$ cat config.mk
export PLATFORM = sky130hd
export DESIGN_NAME = stopwatch_ctrl
export DESIGN_NICKNAME = d
export VERILOG_FILES = /design/src/rtl/stopwatch_ctrl.sv
export SDC_FILE = /design/constraint.sdc
export NUM_CORES = 1
export LEC_CHECK = 0
export BUFFER_PORTS_ARGS = -buffer_cell sky130_fd_sc_hd__buf_2
export CORE_AREA = 2 2 148 135
export CTS_BUF_LIST = sky130_fd_sc_hd__clkbuf_8
export CTS_CLUSTER_DIAMETER = 60
export DETAILED_ROUTE_END_ITERATION = 10
export DIE_AREA = 0 0 150 137
export GPL_ROUTABILITY_DRIVEN = 0
export GPL_TIMING_DRIVEN = 0
export PLACE_DENSITY = 0.55
export SYNTH_ARGS = -nofsm -noshare
export SYNTH_HDL_FRONTEND = slang
export SYNTH_SLANG_ARGS = --single-unit
$ cat constraint.sdc
create_clock -name clk -period 6.8 [get_ports clk]
set_clock_uncertainty 0.2 [all_clocks]
set_input_delay 1.02 -clock clk [delete_from_list [all_inputs] [get_ports clk]]
set_output_delay 1.02 -clock clk [all_outputs]
set_load 0.05 [all_outputs]
$ cat src/rtl/stopwatch_ctrl.sv
// stopwatch_ctrl
// Front-end controller for the stopwatch's BCD seconds counter.
// Debounces three active-low pushbuttons (start/stop, clear, lap), runs the
// IDLE/RUN/PAUSE/LAP machine, generates the one-second count-enable and the
// clear pulse for the counter, and drives the display with either the live
// counter digits or a frozen lap snapshot.
//
// Parameters:
//   TICK_DIV    clk cycles per cnt_en pulse (>= 2)
//   DEB_CYCLES  consecutive stable cycles needed to accept a key level (>= 1)
// Ports:
//   clk                 system clock, rising edge
//   reset               asynchronous reset, active low
//   key_ss/clr/lap      raw active-low buttons, asynchronous to clk
//   sec_l, sec_h        live BCD digits from the counter
//   cnt_en              one-cycle pulse: advance the counter by one second
//   cnt_clr             one-cycle pulse: zero the counter
//   running             high in RUN and LAP
//   lap_active          high in LAP
//   disp_l, disp_h      registered display digits
module stopwatch_ctrl #(
   parameter int TICK_DIV   = 50_000_000,
   parameter int DEB_CYCLES = 1_000_000
) (
   input  logic       clk,
   input  logic       reset,
   input  logic       key_ss,
   input  logic       key_clr,
   input  logic       key_lap,
   input  logic [3:0] sec_l,
   input  logic [3:0] sec_h,
   output logic       cnt_en,
   output logic       cnt_clr,
   output logic       running,
   output logic       lap_active,
   output logic [3:0] disp_l,
   output logic [3:0] disp_h
);

   localparam int CW = (DEB_CYCLES > 1) ? $clog2(DEB_CYCLES) : 1;
   localparam int PW = $clog2(TICK_DIV);
   localparam logic [CW-1:0] DEB_LAST  = CW'(DEB_CYCLES - 1);
   localparam logic [PW-1:0] TICK_LAST = PW'(TICK_DIV - 1);

   typedef enum logic [1:0] {
      IDLE  = 2'd0,
      RUN   = 2'd1,
      PAUSE = 2'd2,
      LAP   = 2'd3
   } state_t;

   state_t        state;
   state_t        next_state;
   logic [2:0]    key_raw;
   logic [2:0]    press;
   logic          ev_clr;
   logic          ev_ss;
   logic          ev_lap;
   logic          do_clr;
   logic          do_capture;
   logic          counting;
   logic [PW-1:0] presc;
   logic [7:0]    lap_latch;

   // Bit order of the key vector: 0 = start/stop, 1 = clear, 2 = lap.
   assign key_raw = {key_lap, key_clr, key_ss};

   // Per-key synchronizer, stability counter and press detector. The
   // debounced level only follows the synchronized level after it has
   // disagreed for DEB_CYCLES edges in a row; any agreeing sample restarts
   // the count. The press pulse is registered once more after the debounced
   // falling edge so the FSM sees it one cycle after the level settles.
   genvar g;
   for (g = 0; g < 3; g++) begin : g_key
      logic          sync_a;
      logic          sync_b;
      logic          deb;
      logic          deb_d;
      logic          evt;
      logic [CW-1:0] stab_cnt;

      always_ff @(posedge clk or negedge reset) begin
         if (!reset) begin
            sync_a   <= 1'b1;
            sync_b   <= 1'b1;
            deb      <= 1'b1;
            deb_d    <= 1'b1;
            evt      <= 1'b0;
            stab_cnt <= '0;
         end else begin
            sync_a <= key_raw[g];
            sync_b <= sync_a;
            deb_d  <= deb;
            evt    <= deb_d & ~deb;
            if (sync_b == deb) begin
               stab_cnt <= '0;
            end else if (stab_cnt == DEB_LAST) begin
               deb      <= sync_b;
               stab_cnt <= '0;
            end else begin
               stab_cnt <= stab_cnt + CW'(1);
            end
         end
      end

      assign press[g] = evt;
   end

   // Only the highest-priority event is acted on; lower ones are dropped
   // even when the winning event is ignored in the current state.
   assign ev_clr = press[1];
   assign ev_ss  = press[0] & ~press[1];
   assign ev_lap = press[2] & ~press[1] & ~press[0];

   assign counting   = (state == RUN) || (state == LAP);
   assign running    = counting;
   assign lap_active = (state == LAP);

   // Next-state logic plus the clear and lap-capture strobes.
   always_comb begin
      next_state = state;
      do_clr     = 1'b0;
      do_capture = 1'b0;
      case (state)
         IDLE: begin
            if (ev_clr) begin
               do_clr = 1'b1;
            end else if (ev_ss) begin
               next_state = RUN;
            end
         end
         RUN: begin
            if (ev_ss) begin
               next_state = PAUSE;
            end else if (ev_lap) begin
               next_state = LAP;
               do_capture = 1'b1;
            end
         end
         LAP: begin
            if (ev_ss) begin
               next_state = PAUSE;
            end else if (ev_lap) begin
               next_state = RUN;
            end
         end
         PAUSE: begin
            if (ev_clr) begin
               next_state = IDLE;
               do_clr     = 1'b1;
            end else if (ev_ss) begin
               next_state = RUN;
            end
         end
         default: next_state = IDLE;
      endcase
   end

   // State register, registered clear pulse and lap latch.
   always_ff @(posedge clk or negedge reset) begin
      if (!reset) begin
         state     <= IDLE;
         cnt_clr   <= 1'b0;
         lap_latch <= '0;
      end else begin
         state   <= next_state;
         cnt_clr <= do_clr;
         if (do_capture) begin
            lap_latch <= {sec_h, sec_l};
         end
      end
   end

   // Prescaler acts on the current state, so a pause holds the partial
   // second and the tick already due in the pausing cycle is still emitted.
   always_ff @(posedge clk or negedge reset) begin
      if (!reset) begin
         presc  <= '0;
         cnt_en <= 1'b0;
      end else begin
         cnt_en <= counting && (presc == TICK_LAST);
         if (do_clr || (state == IDLE)) begin
            presc <= '0;
         end else if (counting) begin
            if (presc == TICK_LAST) begin
               presc <= '0;
            end else begin
               presc <= presc + PW'(1);
            end
         end
      end
   end

   // Display register: the lap snapshot equals the digits captured on entry,
   // so the switch to the latch is seamless on the cycle LAP begins.
   always_ff @(posedge clk or negedge reset) begin
      if (!reset) begin
         disp_h <= '0;
         disp_l <= '0;
      end else if (lap_active) begin
         disp_h <= lap_latch[7:4];
         disp_l <= lap_latch[3:0];
      end else begin
         disp_h <= sec_h;
         disp_l <= sec_l;
      end
   end

endmodule

==> qor.csv <==
metric;value;unit
Mapped Cells;546;
initial antenna violation count;0;
cts repair resizes;0;
number of cell rows;48;
Largest delay share family, worst path;buffers and inverters;
Synth cell types;45;
met3 wire len;525;um
CTS tree;yes;
post-synthesis xor/xnor area fraction;9.19;%
largest family of logic cells by synthesized area;simple AND/OR/NAND/NOR gates;
R2R depth;7;
clk slew on worst S/H paths;0.07;ns
clk root buf;clkbuf_8;
Wirelength per Cell;12.9;um
Max Used Layer;met4;
most common cell in the synthesized netlist;dfrtp_1;
first-pass GRT wire length;19500;um
Critical Path RT;5.58;ns
Max Cap Violations;0;
post-CTS setup buffer count;0;
cell area after layout;6540;um^2
hold buffer count at cts;0;
die area;20600;um^2
Vias/cell;4.79;
clock share of power;47.3;%
depth of the worst hold-timing path;0;
CP max stage cell;nand2_1;
crit-path cells;clkbuf_1 -> nand2_1 -> inv_1 -> buf_2;
DR DRC count;0;
R2R Setup Slk;4.29;ns
final WL;11000;um
Combinational Power Share;3.4;%
total CTS buffers;17;
r2r endpoint;g_key[0].stab_cnt[10];
met2 wire length;4980;um
DR iter-0 viols;278;
area delta synth->final;16.2;%
vias in the first global route;4104;
Yosys reg bits;121;
Slew headroom;57.9;%
Syn Std Cell Area;5620;um^2
status;finished clean;
Simple-Gate Fraction of Synth Area;23.2;%
Yosys warnings;0;
chip width;150;um
ys flop type;dfrtp_1;
Hold Crit Start;g_key[0].sync_a;
worst hold path endpoint;g_key[0].sync_b;
antenna diode count;0;
drt pass-1 iters;5;
Placed Area;6090;um^2
arrival time at the worst endpoint;1.85;ns
Slew @ Worst Pin;0.627;ns
Cell Pwr Density;229;nW/um^2
core area;19000;um^2
Slew Limit Fails;0;
HP Class;flip-flop to flip-flop;
Final Hold Vio Count;0;
pin count of the biggest net entering global routing;91;
element type at the critical path start;flip-flop;
Psw;0.000342;W
M1 wire length;5410;um
fin crit share;45.1;%
syn_area_per_cell;10.3;um^2
IO Count;25;
Skew-Pair Late Insertion Delay;0.45;ns
Post-DRT Antenna Nets;0;
most instantiated cells after synthesis;dfrtp_1, nor2_1, nand2_1;
Synth area leaders;dfrtp_1, xnor2_1, nor2_1, dfstp_2, mux2_2;
Synth Area in Compound Gates;5.45;%
area leader, netlist;dfrtp_1;
H-Tree Depth;4;
share of layout cells above drive strength 1;17.1;%
Tmin final;3.07;ns
CTS Buffer Depth;2;
Static Leakage;2.67;nW
Async SR Flop Fraction;100;%
peak supply drop;0.0909;mV
Initial Util;29.6;%
Setup TNS;0;ns
global route overflow;0;
CP Capture Type;primary output;
Final setup viols;0;
worst reg2reg startpoint;g_key[0].stab_cnt[0];
number of I/O port buffers;24;
Syn Nets;564;
CP Class;flip-flop to primary output;
Yosys top cell area share;48.5;%
Buf/Inv on CP;3;
switching share of power;22.8;%
fmax;0.326;GHz
sequential area share after synthesis;54.1;%
dpl hpwl;7580;um
slowest stage delay, CP;0.36;ns
GRT Util Overall;11.9;%
sequential group share of total power;49.3;%
synthesized-area fraction occupied by adder cells;1.11;%
CP Max Fanout;9;
DR vias;4087;
RSZ-0062 raised after global routing;no;
Final nets;608;
CTS sink cnt;121;
multiplexer area fraction after synthesis;4.36;%
Post-synth EDFFs;0;
Die Y;137;um
Int Power;0.00116;W
[power groups by stage]
| stage | registers [W] | clock network [W] | logic [W] |
|---|---|---|---|
| floorplan | 0.000760 | 0 | 0.0000167 |
| global placement | 0.000752 | 0 | 0.0000492 |
| detailed placement | 0.000753 | 0 | 0.0000526 |
| CTS | 0.000739 | 0.000730 | 0.0000528 |
| global route | 0.000740 | 0.000766 | 0.0000585 |
| finish | 0.000739 | 0.000710 | 0.0000509 |
[metrics by stage]
step	total power [W]	setup slack [ns]	util, %	instances	hold WS (ns)
after floorplan	0.000776	4.45	-	546	0.145
after global placement	0.000801	3.02	31.9	820	0.148
after detailed placement	0.000805	4.18	32.1	821	0.147
after CTS	0.00152	3.68	34.4	853	0.157
after global routing	0.00156	3.53	34.4	853	0.161
final	0.00150	3.73	34.4	853	0.156
[cell families (layout without fill, tap and decap cells)]
group,after synthesis,after routing
buf+inv,34,91
simple gates,257,257
xor+xnor,59,59
mux,22,22
flops,121,121
compound gates,48,48
fa+ha+maj,5,5
[registers in the layout, summed over array words and instances (netlist names)]
name,flops
g_key.evt,2
cnt_clr,1
g_key.sync_b,3
g_key.deb,3
g_key.deb_d,3
disp_h,4
g_key.sync_a,3
g_key.stab_cnt,60
disp_l,4
ev_clr,1
cnt_en,1
presc,26
state,2
lap_latch,8
[routing by layer]
metal	vias up	track usage (%)
met4	0	4.04
li1	1990	-
met5	-	0
met2	80	18.4
met3	13	3.97
met1	2004	15.7
[worst max path at each step]
stage	from	endpoint	slack [ns]	cells past startpoint
final	state[0]	lap_active	3.73	4
after global routing	state[0]	lap_active	3.53	4
after CTS	state[0]	lap_active	3.68	4
after detailed placement	state[0]	lap_active	4.18	4
after global placement	reset	g_key[1].stab_cnt[12]	3.02	1
after floorplan	state[0]	lap_active	4.45	3
[cells in the final DEF (no fill, tap or decap), drive strengths merged, types with 12 or more instances in the layout]
master    n
dfrtp   109
nor2     85
nand2    45
nand3    40
xnor2    37
clkbuf   32
buf      31
xor2     22
mux2     20
a31oi    19
inv      15
nand4    14
nor4     14
and3     13
a21oi    13
dfstp    12
[area by class of cell]
| cell class | count | area (um^2) |
|---|---|---|
| Timing Repair Buffer | 25 | 154 |
| Clock buffer | 18 | 248 |
| Fill cell | 1931 | 12400 |
| Tap cell | 250 | 313 |
| Inverter | 14 | 52.6 |
| Sequential cell | 121 | 3040 |
| Buffer | 20 | 93.8 |
| Clock inverter | 14 | 196 |
| Multi-Input combinational cell | 391 | 2430 |
(Power assumes the default switching activity.)
